**src/rtl/led_scan_pkg.sv**
```systemverilog
// led_scan_pkg: shared state encoding, default geometry/timing and row decode helper for the LED scanner.
package led_scan_pkg;
    typedef enum logic [1:0] {IDLE, BLANK, LOAD, DRIVE} scan_state_t;
    localparam int ROWS_DEF  = 8;
    localparam int COLS_DEF  = 8;
    localparam int DWELL_DEF = 10;
    localparam int BLANK_DEF = 1;
    function automatic logic [31:0] onehot_row(input int unsigned idx);
        return 32'd1 << idx;
    endfunction
endpackage

```
**src/rtl/led_row_scanner_if.sv**
```systemverilog
// led_row_scanner_if: host write/swap bus plus matrix pin outputs of the LED row scanner.
interface led_row_scanner_if #(
    parameter int ROWS = 8,
    parameter int COLS = 8
);
    logic                    wr_en;
    logic [$clog2(ROWS)-1:0] wr_row;
    logic [COLS-1:0]         wr_data;
    logic                    swap_req;
    logic [ROWS-1:0]         row_sel;
    logic [COLS-1:0]         col_data;
    logic                    frame_start;
    logic                    swap_ack;
    modport master (output wr_en, wr_row, wr_data, swap_req, input row_sel, col_data, frame_start, swap_ack);
    modport slave  (input wr_en, wr_row, wr_data, swap_req, output row_sel, col_data, frame_start, swap_ack);
endinterface

```
**src/rtl/led_scan_framebuf.sv**
```systemverilog
// led_scan_framebuf: dual-bank ROWS x COLS frame store; writes hit the back bank, reads see the front bank.
module led_scan_framebuf
    import led_scan_pkg::*;
#(
    parameter int ROWS = ROWS_DEF,
    parameter int COLS = COLS_DEF
) (
    input  logic                    clk,
    input  logic                    rst,
    input  logic                    wr_en,
    input  logic [$clog2(ROWS)-1:0] wr_row,
    input  logic [COLS-1:0]         wr_data,
    input  logic                    toggle,
    input  logic [$clog2(ROWS)-1:0] rd_row,
    output logic [COLS-1:0]         rd_data
);
    logic [COLS-1:0] mem_q [2][ROWS];
    logic [COLS-1:0] mem_d [2][ROWS];
    logic            bank_q, bank_d;
    // Back-bank write uses the pre-toggle pointer, so a write in the swap cycle lands in the new front bank.
    always_comb begin
        mem_d  = mem_q;
        bank_d = bank_q ^ toggle;
        if (wr_en && 32'(wr_row) < ROWS) mem_d[~bank_q][wr_row] = wr_data;
    end
    // Storage and bank pointer registers.
    always_ff @(posedge clk) begin
        if (!rst) begin
            mem_q  <= '{default: '0};
            bank_q <= 1'b0;
        end else begin
            mem_q  <= mem_d;
            bank_q <= bank_d;
        end
    end
    assign rd_data = mem_q[bank_q][rd_row];
endmodule

```
**src/rtl/led_row_scanner.sv**
```systemverilog
// led_row_scanner: tick-timed row multiplexer for a ROWS x COLS LED matrix with frame-boundary bank swap.
// Define LED_SCAN_BRIGHTNESS_EN to add a 4-bit brightness input that limits column on-time within the dwell.
module led_row_scanner
    import led_scan_pkg::*;
#(
    parameter int ROWS        = ROWS_DEF,
    parameter int COLS        = COLS_DEF,
    parameter int DWELL_TICKS = DWELL_DEF,
    parameter int BLANK_TICKS = BLANK_DEF
) (
    input  logic clk,
    input  logic rst,
    input  logic tick_in,
    input  logic enable,
`ifdef LED_SCAN_BRIGHTNESS_EN
    input  logic [3:0] brightness,
`endif
    led_row_scanner_if.slave bus
);
    localparam int RW = $clog2(ROWS);
    scan_state_t     state_q, state_d;
    logic [7:0]      cnt_q, cnt_d;
    logic [RW-1:0]   row_q, row_d;
    logic [COLS-1:0] lat_q, lat_d, col_data_q, col_data_d, rd_data;
    logic [ROWS-1:0] row_sel_q, row_sel_d;
    logic            frame_start_q, frame_start_d, swap_ack_q, swap_ack_d, pend_q, pend_d;
    logic            toggle, done;
`ifdef LED_SCAN_BRIGHTNESS_EN
    logic [3:0]      bri_q, bri_d;
`endif

    led_scan_framebuf #(.ROWS(ROWS), .COLS(COLS)) u_fb (
        .clk(clk), .rst(rst), .wr_en(bus.wr_en), .wr_row(bus.wr_row), .wr_data(bus.wr_data),
        .toggle(toggle), .rd_row(row_q), .rd_data(rd_data)
    );

    // Next-state, tick counting, swap arbitration and output values derived from the next state.
    always_comb begin
        state_d    = state_q;
        cnt_d      = cnt_q;
        row_d      = row_q;
        lat_d      = lat_q;
        pend_d     = pend_q | bus.swap_req;
        swap_ack_d = 1'b0;
        toggle     = 1'b0;
        done       = tick_in && cnt_q == (state_q == DRIVE ? 8'(DWELL_TICKS - 1) : 8'(BLANK_TICKS - 1));
        if (!enable) begin
            state_d = IDLE;
            cnt_d   = '0;
            row_d   = '0;
        end else if (state_q == IDLE) begin
            state_d = BLANK;
        end else if (state_q == LOAD) begin
            state_d = DRIVE;
            lat_d   = rd_data;
        end else if (done) begin
            cnt_d   = '0;
            state_d = state_q == BLANK ? LOAD : BLANK;
            if (state_q == DRIVE) begin
                row_d = row_q == RW'(ROWS - 1) ? '0 : row_q + 1'b1;
                if (row_q == RW'(ROWS - 1) && pend_d) begin
                    toggle     = 1'b1;
                    swap_ack_d = 1'b1;
                    pend_d     = 1'b0;
                end
            end
        end else if (tick_in) begin
            cnt_d = cnt_q + 1'b1;
        end
        row_sel_d     = state_d == DRIVE ? ROWS'(onehot_row(32'(row_d))) : '0;
        frame_start_d = state_q == LOAD && state_d == DRIVE && row_q == '0;
`ifdef LED_SCAN_BRIGHTNESS_EN
        bri_d      = (state_d == LOAD && state_q != LOAD) ? brightness : bri_q;
        col_data_d = (state_d == DRIVE && cnt_d < {4'b0, bri_q}) ? lat_d : '0;
`else
        col_data_d = state_d == DRIVE ? lat_d : '0;
`endif
    end

    // State, counters, swap flag and registered pin outputs.
    always_ff @(posedge clk) begin
        if (!rst) begin
            state_q       <= IDLE;
            cnt_q         <= '0;
            row_q         <= '0;
            lat_q         <= '0;
            pend_q        <= 1'b0;
            swap_ack_q    <= 1'b0;
            row_sel_q     <= '0;
            col_data_q    <= '0;
            frame_start_q <= 1'b0;
`ifdef LED_SCAN_BRIGHTNESS_EN
            bri_q         <= '0;
`endif
        end else begin
            state_q       <= state_d;
            cnt_q         <= cnt_d;
            row_q         <= row_d;
            lat_q         <= lat_d;
            pend_q        <= pend_d;
            swap_ack_q    <= swap_ack_d;
            row_sel_q     <= row_sel_d;
            col_data_q    <= col_data_d;
            frame_start_q <= frame_start_d;
`ifdef LED_SCAN_BRIGHTNESS_EN
            bri_q         <= bri_d;
`endif
        end
    end

    assign bus.row_sel     = row_sel_q;
    assign bus.col_data    = col_data_q;
    assign bus.frame_start = frame_start_q;
    assign bus.swap_ack    = swap_ack_q;
endmodule
```
**src/flat_wrapper.sv**
```systemverilog
// flat-port wrapper written by rule: the top's interface ports become plain ports
module led_row_scanner_flat import led_scan_pkg::*;
#(
    parameter int ROWS        = ROWS_DEF,
    parameter int COLS        = COLS_DEF,
    parameter int DWELL_TICKS = DWELL_DEF,
    parameter int BLANK_TICKS = BLANK_DEF
)
  (clk, rst, tick_in, enable, bus_wr_en, bus_wr_row, bus_wr_data, bus_swap_req, bus_row_sel, bus_col_data, bus_frame_start, bus_swap_ack);
  led_row_scanner_if #(.ROWS(ROWS), .COLS(COLS)) bus_i ();
  input  logic clk;
  input  logic rst;
  input  logic tick_in;
  input  logic enable;
  input wire logic [$bits(bus_i.wr_en)-1:0] bus_wr_en;
  input wire logic [$bits(bus_i.wr_row)-1:0] bus_wr_row;
  input wire logic [$bits(bus_i.wr_data)-1:0] bus_wr_data;
  input wire logic [$bits(bus_i.swap_req)-1:0] bus_swap_req;
  output wire logic [$bits(bus_i.row_sel)-1:0] bus_row_sel;
  output wire logic [$bits(bus_i.col_data)-1:0] bus_col_data;
  output wire logic [$bits(bus_i.frame_start)-1:0] bus_frame_start;
  output wire logic [$bits(bus_i.swap_ack)-1:0] bus_swap_ack;
  assign bus_i.wr_en = bus_wr_en;
  assign bus_i.wr_row = bus_wr_row;
  assign bus_i.wr_data = bus_wr_data;
  assign bus_i.swap_req = bus_swap_req;
  assign bus_row_sel = bus_i.row_sel;
  assign bus_col_data = bus_i.col_data;
  assign bus_frame_start = bus_i.frame_start;
  assign bus_swap_ack = bus_i.swap_ack;
  led_row_scanner #(.ROWS(ROWS), .COLS(COLS), .DWELL_TICKS(DWELL_TICKS), .BLANK_TICKS(BLANK_TICKS)) u_core (.clk(clk), .rst(rst), .tick_in(tick_in), .enable(enable), .bus(bus_i));
endmodule
```
**config.mk**
```make
export PLATFORM = sky130hd
export DESIGN_NAME = led_row_scanner_flat
export DESIGN_NICKNAME = d
export VERILOG_FILES = /design/src/rtl/led_scan_pkg.sv /design/src/rtl/led_row_scanner_if.sv /design/src/rtl/led_scan_framebuf.sv /design/src/rtl/led_row_scanner.sv /design/src/flat_wrapper.sv
export SDC_FILE = /design/constraint.sdc
export NUM_CORES = 1
export LEC_CHECK = 0
export ABC_CLOCK_PERIOD_IN_PS = 2080
export CAP_MARGIN = 40
export CORE_MARGIN = 8
export CORE_UTILIZATION = 45
export DETAILED_ROUTE_END_ITERATION = 6
export PLACE_DENSITY_LB_ADDON = 0.25
export SYNTH_ARGS = -nofsm -noshare
export SYNTH_HDL_FRONTEND = slang
export SYNTH_SLANG_ARGS = --single-unit
```
**constraint.sdc**
```tcl
create_clock -name clk -period 2.08 [get_ports clk]
set_clock_uncertainty 0.2 [all_clocks]
set_input_delay 0.624 -clock clk [delete_from_list [all_inputs] [get_ports clk]]
set_output_delay 0.624 -clock clk [all_outputs]
set_load 0.1 [all_outputs]
```
* Word-level counts from Yosys, hierarchy flattened *
Cells that the tools add are included.

cells by class
  shift operators = 1
  $add $sub $neg = 2
  magnitude comparators = 6
  mux-type cells = 40
  reductions and logical operators = 12
  equality and inequality tests = 6
  bitwise gates (word level) = 9

operators with widths
  cell                 number
  $mux 64              4
  $bwmux 128           1
  $demux 64 s1         1
  $mux 8               8
  $bmux 8 s3           1
  $demux 8 s3          1
  $mux 3               6
  $mux 1               12
  $mux 2               5
  $add 8x1->8 const B  1
  $eq 8x8->1           1
  $ge 4x4->1 const B   2
  $not 3->4            2
  $shl 1x3->8 const A  1
  $eq 2x2->1 const B   3
  $logic_and 1x1->1    6
  $ge 2x2->1 const B   2
  $lt 4x1->1 const B   1
  $mux 4               1
  $not 1->2            2
  $reduce_and 2->1     2
  $add 3x1->3 const B  1
  $eq 3x3->1 const B   1
  $logic_not 3->1      1
  other kinds (8)      10

word-level totals
  input port bits = 17
  word-level logic and storage cells = 102
  bits in registers = 169
  output and inout bits = 18

* Logic depth before layout (Yosys ltp) *
  depth after elaboration = 11
  depth in mapped cells = 7
  gate-level depth less buffers = 6

* Cells and area by module *
Synthesis repeated with hierarchy kept, for this count alone.

second synthesis, totals
  cell total of the unflattened synthesis = 838
  area total of the unflattened synthesis = 7898.8 µm²

by module, submodules not included
  module             sequential area each (µm²)  cells an instance  times used  area each (µm²)
  led_scan_framebuf  2582.5                      686                1           6358.6
  led_row_scanner    800.8                       152                1           1540.2

* Worst setup path after synthesis *
No wires, ideal clock.

  path kind = input to register
  start point = in tick_in
  end point = reg u_core.u_fb.bank_q
  data arrival time = 1.816 ns
  slack = -0.006 ns
  stages = 4
  setup time = 0.070 ns
  required time = 1.810 ns
  buffers on the path = 0
  path through = nor4b_4 -> nand3_4 -> or4_1 -> a21boi_1

on the way
  cells in the longest elaborated chain, start to end = 6

RTL lines
  element               RTL line                 RTL
  start, declared       flat_wrapper.sv:13       input logic tick_in;
  $logic_and 1x1->1     led_row_scanner.sv:46    done = tick_in && cnt_q == (state_q == DRIVE ? 8'(DWELL_TICKS - 1) : 8'(BLANK_TICKS - 1));
  $mux 1                led_row_scanner.sv:56    end else if (done) begin
  $mux 1                led_row_scanner.sv:53    end else if (state_q == LOAD) begin
  $mux 1                led_row_scanner.sv:51    end else if (state_q == IDLE) begin
  $mux 1                led_row_scanner.sv:47    if (!enable) begin
  $xor 1x1->1           led_scan_framebuf.sv:23  bank_d = bank_q ^ toggle;
  end signal, assigned  led_scan_framebuf.sv:33  bank_q <= bank_d;
  end, declared         led_scan_framebuf.sv:19  logic bank_q, bank_d;

No other way between the ends.
A chain may end at the register's enable or synchronous reset.

* Worst setup path in the final report *
  start point = reg u_core.u_fb.bank_q
  end point = reg u_core.lat_q[2]

on the way
  cells in the longest elaborated chain, start to end = 10

RTL lines
  element                                      RTL line                 RTL
  $not 1->2 (not written as such)              led_scan_framebuf.sv:36  assign rd_data = mem_q[bank_q][rd_row];
  $mux 64 (not written as such) (3 in series)  led_scan_framebuf.sv:36
  $bmux 8 s3                                   led_scan_framebuf.sv:36
  $mux 8 (not written as such) (2 in series)   led_scan_framebuf.sv:36
  $mux 8                                       led_row_scanner.sv:53
  $mux 8                                       led_row_scanner.sv:51
  $mux 8                                       led_row_scanner.sv:47
  end signal, assigned                         led_row_scanner.sv:99    lat_q <= lat_d;
  end, declared                                led_row_scanner.sv:24    logic [COLS-1:0] lat_q, lat_d, col_data_q, col_data_d, rd_data;

No other way between the ends. The select of a mux whose other input is x is not followed.

==> key figures <==
Status
  • Outcome: completed

Clocking
  • Root buffer cell: clkbuf_16
  • Htree depth: 4
  • Clock transition at the registers of the reported paths: 70 ps
  • CTS tree: built
  • CTS Buf Count: 17
  • Worst skew pair latency: 430 ps
  • Buffer depth of the longest clock path: 2
  • Sink Count: 169

Pwr
  • Lkg Pwr: approximately 3.7 nW
  • Sw frac: 0.228
  • PD cells: 719 nW/um^2
  • Worst VDD drop: 0.618 mV
  • Sequential Power Share: 0.462
  • Pint: 5.48 mW
  • Logic pwr share: 0.054
  • Clock power frac: 0.483
  • Sw power: 1.62 mW
  • Design Power: 7.10 mW

Worst setup path
  • Slowest cell on crit path: dfxtp_4
  • CP endpoint kind: flop
  • CP Class: flop to flop
  • Critical Path Start Type: flop
  • Worst Path Arrival: 2130 ps
  • Critical Path Fanout Max: 21
  • CP cell instances: buf_12 > mux2i_1 > a22oi_1 > a21oi_1 > buf_4 > nor4b_1
  • CP required: 2210 ps
  • CP max stage delay: 420 ps

Floorplan
  • Cell Rows: 47
  • Die width: 146 um
  • Die area: 21400 sq um
  • Starting Density: 0.461
  • IO Pins: 35
  • Die Ht: 146 um
  • Core Footprint: 16600 sq um

Synthesis
  • FFs w/ async S/R, synth: 0
  • Number of enable flip-flop cells after synthesis: 0
  • Compound-gate portion of the synthesized area: 0.182
  • Synth Register Bits: 169
  • Netlist cell types: 50
  • Mapped Cells: 830
  • Post-synth top area share: 0.443
  • Synth warn: 0
  • Post-Syn Area: 7640 sq um
  • Avg Cell Area, Syn: 9.21 sq um
  • Largest family of logic cells by synthesized area: compound AO/OA/AOI/OAI gates
  • Leading area contributor after synthesis: dfxtp_1
  • Synth Flop Type: dfxtp_1
  • Post-synthesis mux area share: 0.153
  • Post-Synth Simple-Gate Area: 0.168
  • Post-synthesis adder-cell area fraction: 0.00655
  • Xor and xnor area share after synthesis: 0.00917
  • Sequential area share after synthesis: 0.443
  • Top cells by area, synth: dfxtp_1, mux2i_1, a21boi_0
  • Syn Nets: ~850

STA
  • Min cycle time layout: around 2000 ps
  • Post-route clock period utilization: 0.962
  • Hold Vio Cnt, Final: 0
  • Worst Slack Setup Final: 78.6 ps
  • Setup violators final: 0
  • Worst slew pin tran: a little under 500 ps
  • Max Freq: 500 MHz
  • Fin. max-slew vios: 0
  • Rel. slew slack: 0.671
  • TNS Setup: 0 ps
  • RSZ-0062 raised after global routing: false

Finish
  • # nets final: 940
  • Area added between synthesis and finish: 29.1%
  • Antenna cells: 0
  • FF/Latch Area: 3390 sq um
  • Fin util: 0.595
  • Fill cells: about 1400
  • Multi-input gate area: 4060 sq um
  • Ratio of cells with drive above 1 in the final layout: 0.191

GRT
  • First-pass GRT wire length: 33800 um
  • GRT overflow: 0
  • Initial antenna violation count: 0
  • GR Util All Layers: 0.194
  • Largest net degree at the start of global routing: 140
  • Vias in the first global route: ~6500

Drt
  • Final WL: between 20000 and 25000 um
  • WL per Instance: 17.8 um
  • Drt via density: 5.61
  • Vias after detailed routing: 6458
  • DRC: 0
  • Initial DRC count: around 480
  • First-pass DRT Iterations: 5
  • Detail Route Antenna Nets: 0

Placement
  • PortBufs: 34
  • Placed wire-length estimate: 13600 um
  • Placement Setup Slack: -547 ps
  • Final estimated routing congestion in global placement: 0.813

Min path
  • Hold/Removal Path Class: flop to flop

Flow run
  • Max-cap violations: 0
-- cell families after synthesis --
kind of cell    Yosys count
compound gates          214
xor+xnor                  8
fa+ha+maj                 4
buf+inv                  67
flops                   169
mux                     117
simple gates            251
-- worst paths after layout --
check	from	endpoint	slack, ps	cells after the start
setup / recovery	u_core.u_fb.bank_q	u_core.lat_q[2]	80	6
hold / removal	u_core.u_fb.mem_q[60]	u_core.u_fb.mem_q[60]	270	2
setup reg to reg	u_core.u_fb.bank_q	u_core.lat_q[2]	80	6
hold reg to reg	u_core.u_fb.mem_q[60]	u_core.u_fb.mem_q[60]	270	2
-- area by class of cell --
cell class / count / share of cell area
multi-input cells: 594 / 0.411
clock buffers: 17 / 0.0431
inverters: 2 / 0.000761
repair buffers: 135 / 0.153
clock inverters: 15 / 0.0213
well taps: 220 / 0.0279
flip-flops and latches: 169 / 0.343
-- through the flow --
step,cells,area [sq um],hold WS (ps)
6_report,1152,9870,266
5_1_grt,1152,9870,280
4_1_cts,1149,9770,265
3_5_place_dp,1116,9080,256
3_3_place_gp,1113,9060,250
2_1_floorplan,830,7640,243
-- synthesized netlist by cell type (all sizes together), types with 13 or more instances --
cell,count
a21boi,81
a21oi,17
a22oi,32
buf,17
clkbuf,48
dfxtp,169
mux2i,116
nand2,94
nand3,13
nor2,39
nor2b,51
o21ai,75
-- critical path, delay by kind of cell, from the launching register on --
family                 cells  cell delay [ps]
AO/OA/AOI/OAI              2              460
AND/OR/NAND/NOR            1              280
buffers and inverters      2              380
flip-flops                 1              420
multiplexers               1              130
-- flip-flops by register name (all words and copies together), names as in the netlist --
register,count
u_core.u_fb.mem_q,128
u_core.bus.col_data,8
u_core.bus.row_sel,8
u_core.cnt_q,8
u_core.lat_q,8
u_core.row_q,3
u_core.state_q,2
u_core.bus.frame_start,1
u_core.bus.swap_ack,1
u_core.pend_q,1
u_core.u_fb.bank_q,1
-- cells in the final DEF (no fill, tap or decap), types with 7 or more instances in the layout --
| cell type | n |
|---|---|
| nor4b_1 | 7 |
| nor3_1 | 10 |
| mux2i_1 | 116 |
| a21boi_0 | 80 |
| buf_4 | 81 |
| nand3_1 | 12 |
| o21ai_0 | 73 |
| clkdlybuf4s50_1 | 11 |
| nor2b_1 | 50 |
| a21oi_1 | 17 |
| dfxtp_1 | 166 |
| nor2_1 | 38 |
| a22oi_1 | 31 |
| buf_12 | 33 |
| clkbuf_16 | 17 |
| nand2_1 | 93 |
-- per-layer routing --
| metal | part of all wire | GRT usage |
|---|---|---|
| met5 | 0 | 0 |
| met3 | 0.050 | 0.0402 |
| met4 | 0.015 | 0.0587 |
| met1 | 0.46 | 0.248 |
| met2 | 0.48 | 0.324 |
-- power by group through the flow --
stage               sequential, mW  combinational (mW)  clock (mW)
finish                        3.28               0.385        3.43
global route                  3.28               0.410        3.63
CTS                           3.28               0.379        3.46
detailed placement            3.36               0.376           0
global placement              3.35               0.366           0
floorplan                     3.35               0.184           0
-- repair_timing --
action | 4_1_cts | 5_1_grt
endpoints found under the setup margin | 8 | 61
buffers inserted | 1 | 3
hold buffers | 0 | 0
pin swaps | 8 | 8
endpoints found under the hold margin | 0 | 0
gates resized for setup | 12 | 18
(Power assumes the default switching activity.)
==> RTL edit, RTL diff (same settings) <==
Take the reset off `col_data_q` and load it in a clocked block of its own.
--- a/src/rtl/led_row_scanner.sv
+++ b/src/rtl/led_row_scanner.sv
@@ -88,5 +88,4 @@
             swap_ack_q    <= 1'b0;
             row_sel_q     <= '0;
-            col_data_q    <= '0;
             frame_start_q <= 1'b0;
 `ifdef LED_SCAN_BRIGHTNESS_EN
@@ -101,5 +100,4 @@
             swap_ack_q    <= swap_ack_d;
             row_sel_q     <= row_sel_d;
-            col_data_q    <= col_data_d;
             frame_start_q <= frame_start_d;
 `ifdef LED_SCAN_BRIGHTNESS_EN
@@ -109,4 +107,8 @@
     end
 
+    always_ff @(posedge clk) begin
+        col_data_q <= col_data_d;
+    end
+
     assign bus.row_sel     = row_sel_q;
     assign bus.col_data    = col_data_q;
Behaviour: same outputs for any inputs over 10 cycles, from zero or initial values and one cycle with rst low; that may be too few to reach the edited logic, so the function may still have changed.
==> RTL edit against the unedited design <==
  * Wire length is 12% lower
  * Area after synthesis is 3.2% lower
  * Cell area is 5.6% lower
  * Critical path type is now input pin to flop
  * Power is 0.44% higher
  * Worst setup slack worse by 16 ps
  * Highest routed layer unchanged
  * Sequential cell count stayed put
  * Combinational power is 18% lower
  * Maximum frequency is 0.82% lower
==> RTL edit: results (changes against the unedited design) <==
- Most numerous cell types in the synthesized netlist: 193 x mux2i_1, 172 x nor2_1, 169 x dfxtp_1 (was 169 x dfxtp_1, 116 x mux2i_1, 94 x nand2_1).
- The launch point of the worst hold path is u_core.u_fb.mem_q[111]$_SDFFE_PN0P_ (was u_core.u_fb.mem_q[60]$_SDFFE_PN0P_).
- The total of fill cells in the finished design is 1428 (was 1360).
- The capture endpoint of the worst hold path is u_core.u_fb.mem_q[111]$_SDFFE_PN0P_ (was u_core.u_fb.mem_q[60]$_SDFFE_PN0P_).
- The final layout net count is 830 (was 940).
- The worst slack after detailed placement is -460 ps (was -547 ps).
- The worst flop-to-flop path startpoint is u_core.row_q[1]$_SDFF_PN0_ (was u_core.u_fb.bank_q$_SDFF_PN0_).
- The worst setup path startpoint was enable (was u_core.u_fb.bank_q$_SDFF_PN0_).
- The overall track demand over capacity in global routing was 0.178 (was 0.194).
- The achievable clock frequency was 0.496 GHz (was 0.500 GHz).
- The maximum level of the CTS H-tree is 4 (unchanged).
- The worst path arrival time is 2190 ps (was 2130 ps).
- The number of synthesis warnings is 0 (unchanged).
- The met1 track demand over resource is 0.204 (was 0.248).
- The global routing met3 resource utilization is 0.0416 (was 0.0402).
- The count of different cell masters after synthesis was 43 (was 50).
- The proportion of synthesized chip area in sequential cells is 0.457 (was 0.443).
- Outcome: finished clean (unchanged).
- The largest net degree at the start of global routing is 71 (was 140).
- The register with the most flip-flops is u_core.u_fb.mem_q (unchanged).
- The class of the most critical hold timing path was flop to flop (unchanged).
- The share of total power consumed by net switching is 0.214 (was 0.228).
- The delay of the slowest critical-path stage was 440 ps (was 420 ps).
- The wire length of the first global-routing pass came to 28200 um (was 33800 um).
- The logic depth of the worst register-to-register path came to 6 (unchanged).
- The highest net fanout along the worst path is 9 (was 21).
- The clock network fraction of total power was 0.495 (was 0.483).
- The placer's final routability congestion estimate came to 0.799 (was 0.813).
- The average wire per cell in the routed design is 17.3 um (was 17.8 um).
- The worst hold-check slack is 292 ps (was 266 ps).
- The global routing met2 resource utilization is 0.315 (was 0.324).
- The source-to-sink clock delay at the later pin of the worst-skew pair is 430 ps (about the same).
- The post-detailed-placement half-perimeter wirelength is 12200 um (was 13600 um).
- The maximum resistive drop on vdd is 0.000652 V (was 0.000618 V).
- The highest-delay cell along the critical path is clkdlybuf4s50_1 (was dfxtp_4).
- The first-pass detailed-route iteration total is 5 (unchanged).
- The synthesized netlist net count is 766 (was 851).
- The initial DRC count is 326 (was 479).
- The vias after detailed routing came to 5502 (was 6458).
- The end point of the critical path is u_core.bus.col_data[1]$_SDFF_PP0_ (was u_core.lat_q[2]$_SDFF_PN0_).
- The TritonCTS buffer count came to 17 (unchanged).
- The leakage power is 3.68 nW (was 3.67 nW).
- The fraction of final layout cells sized beyond drive strength 1 is 0.172 (was 0.191).
- The power share of the combinational group is 0.044 (was 0.054).
- Largest cells by area after synthesis: dfxtp_1 46%, mux2i_1 26%, nor2_1 8.7% (was dfxtp_1 44%, mux2i_1 15%, a21boi_0 7.9%).
- The slew at the pin closest to its max-slew limit is 409 ps (was 493 ps).
[RTL edit: cell count changes after synthesis, sizes merged, moves of 50 or more]
| cell | delta |
|---|---|
| nor2 | +142 |
| nand2 | -81 |
| a21boi | -80 |
| mux2i | +77 |
| o21ai | -66 |
| nor2b | -50 |
[RTL edit: final cells by class]
| class | count | area [um^2] | share of cell area |
|---|---|---|---|
| multi-input cells | 521 | 3750 | 0.402 |
| flip-flops and latches | 169 | 3390 | 0.364 |
| repair buffers | 96 | 1220 | 0.131 |
| clock buffers | 19 | 453 | 0.0486 |
| well taps | 220 | 275 | 0.0295 |
| clock inverters | 13 | 214 | 0.0230 |
| inverters | 4 | 16.3 | 0.00175 |
[RTL edit: critical path: cells and delay by family]
family / cells / cell delay (ps)
and+or+nand+nor: 4 / 850
buffers and inverters: 2 / 620
AOI/OAI and AO/OA: 1 / 100
[RTL edit: logic make-up after synthesis]
| logic type | share of synthesized area |
|---|---|
| multiplexers | 0.261 |
| flip-flops | 0.457 |
| XOR/XNOR | 0.00947 |
| adder cells (fa/ha/maj) | 0.00677 |
| buffers and inverters | 0.0409 |
| AND/OR/NAND/NOR | 0.165 |
| AO/OA/AOI/OAI | 0.0597 |
[RTL edit: routing by layer]
layer  wire, um  up-vias
met1       7580     2688
met2       9430       89
met3        624       28
met5          0        -
li1           -     2697
met4        375        0
[RTL edit: per-stage QoR]
step	power [W]	cells	instance area [um^2]
2_1_floorplan	0.00352	745	7400
3_3_place_gp	0.00366	1010	8600
3_5_place_dp	0.00367	1010	8600
4_1_cts	0.00720	1042	9270
5_1_grt	0.00735	1042	9320
6_report	0.00713	1042	9320
[RTL edit: timing repair]
item	CTS	global route
setup buffers	0	0
gates resized for setup	0	15
endpoints found under the setup margin	0	51
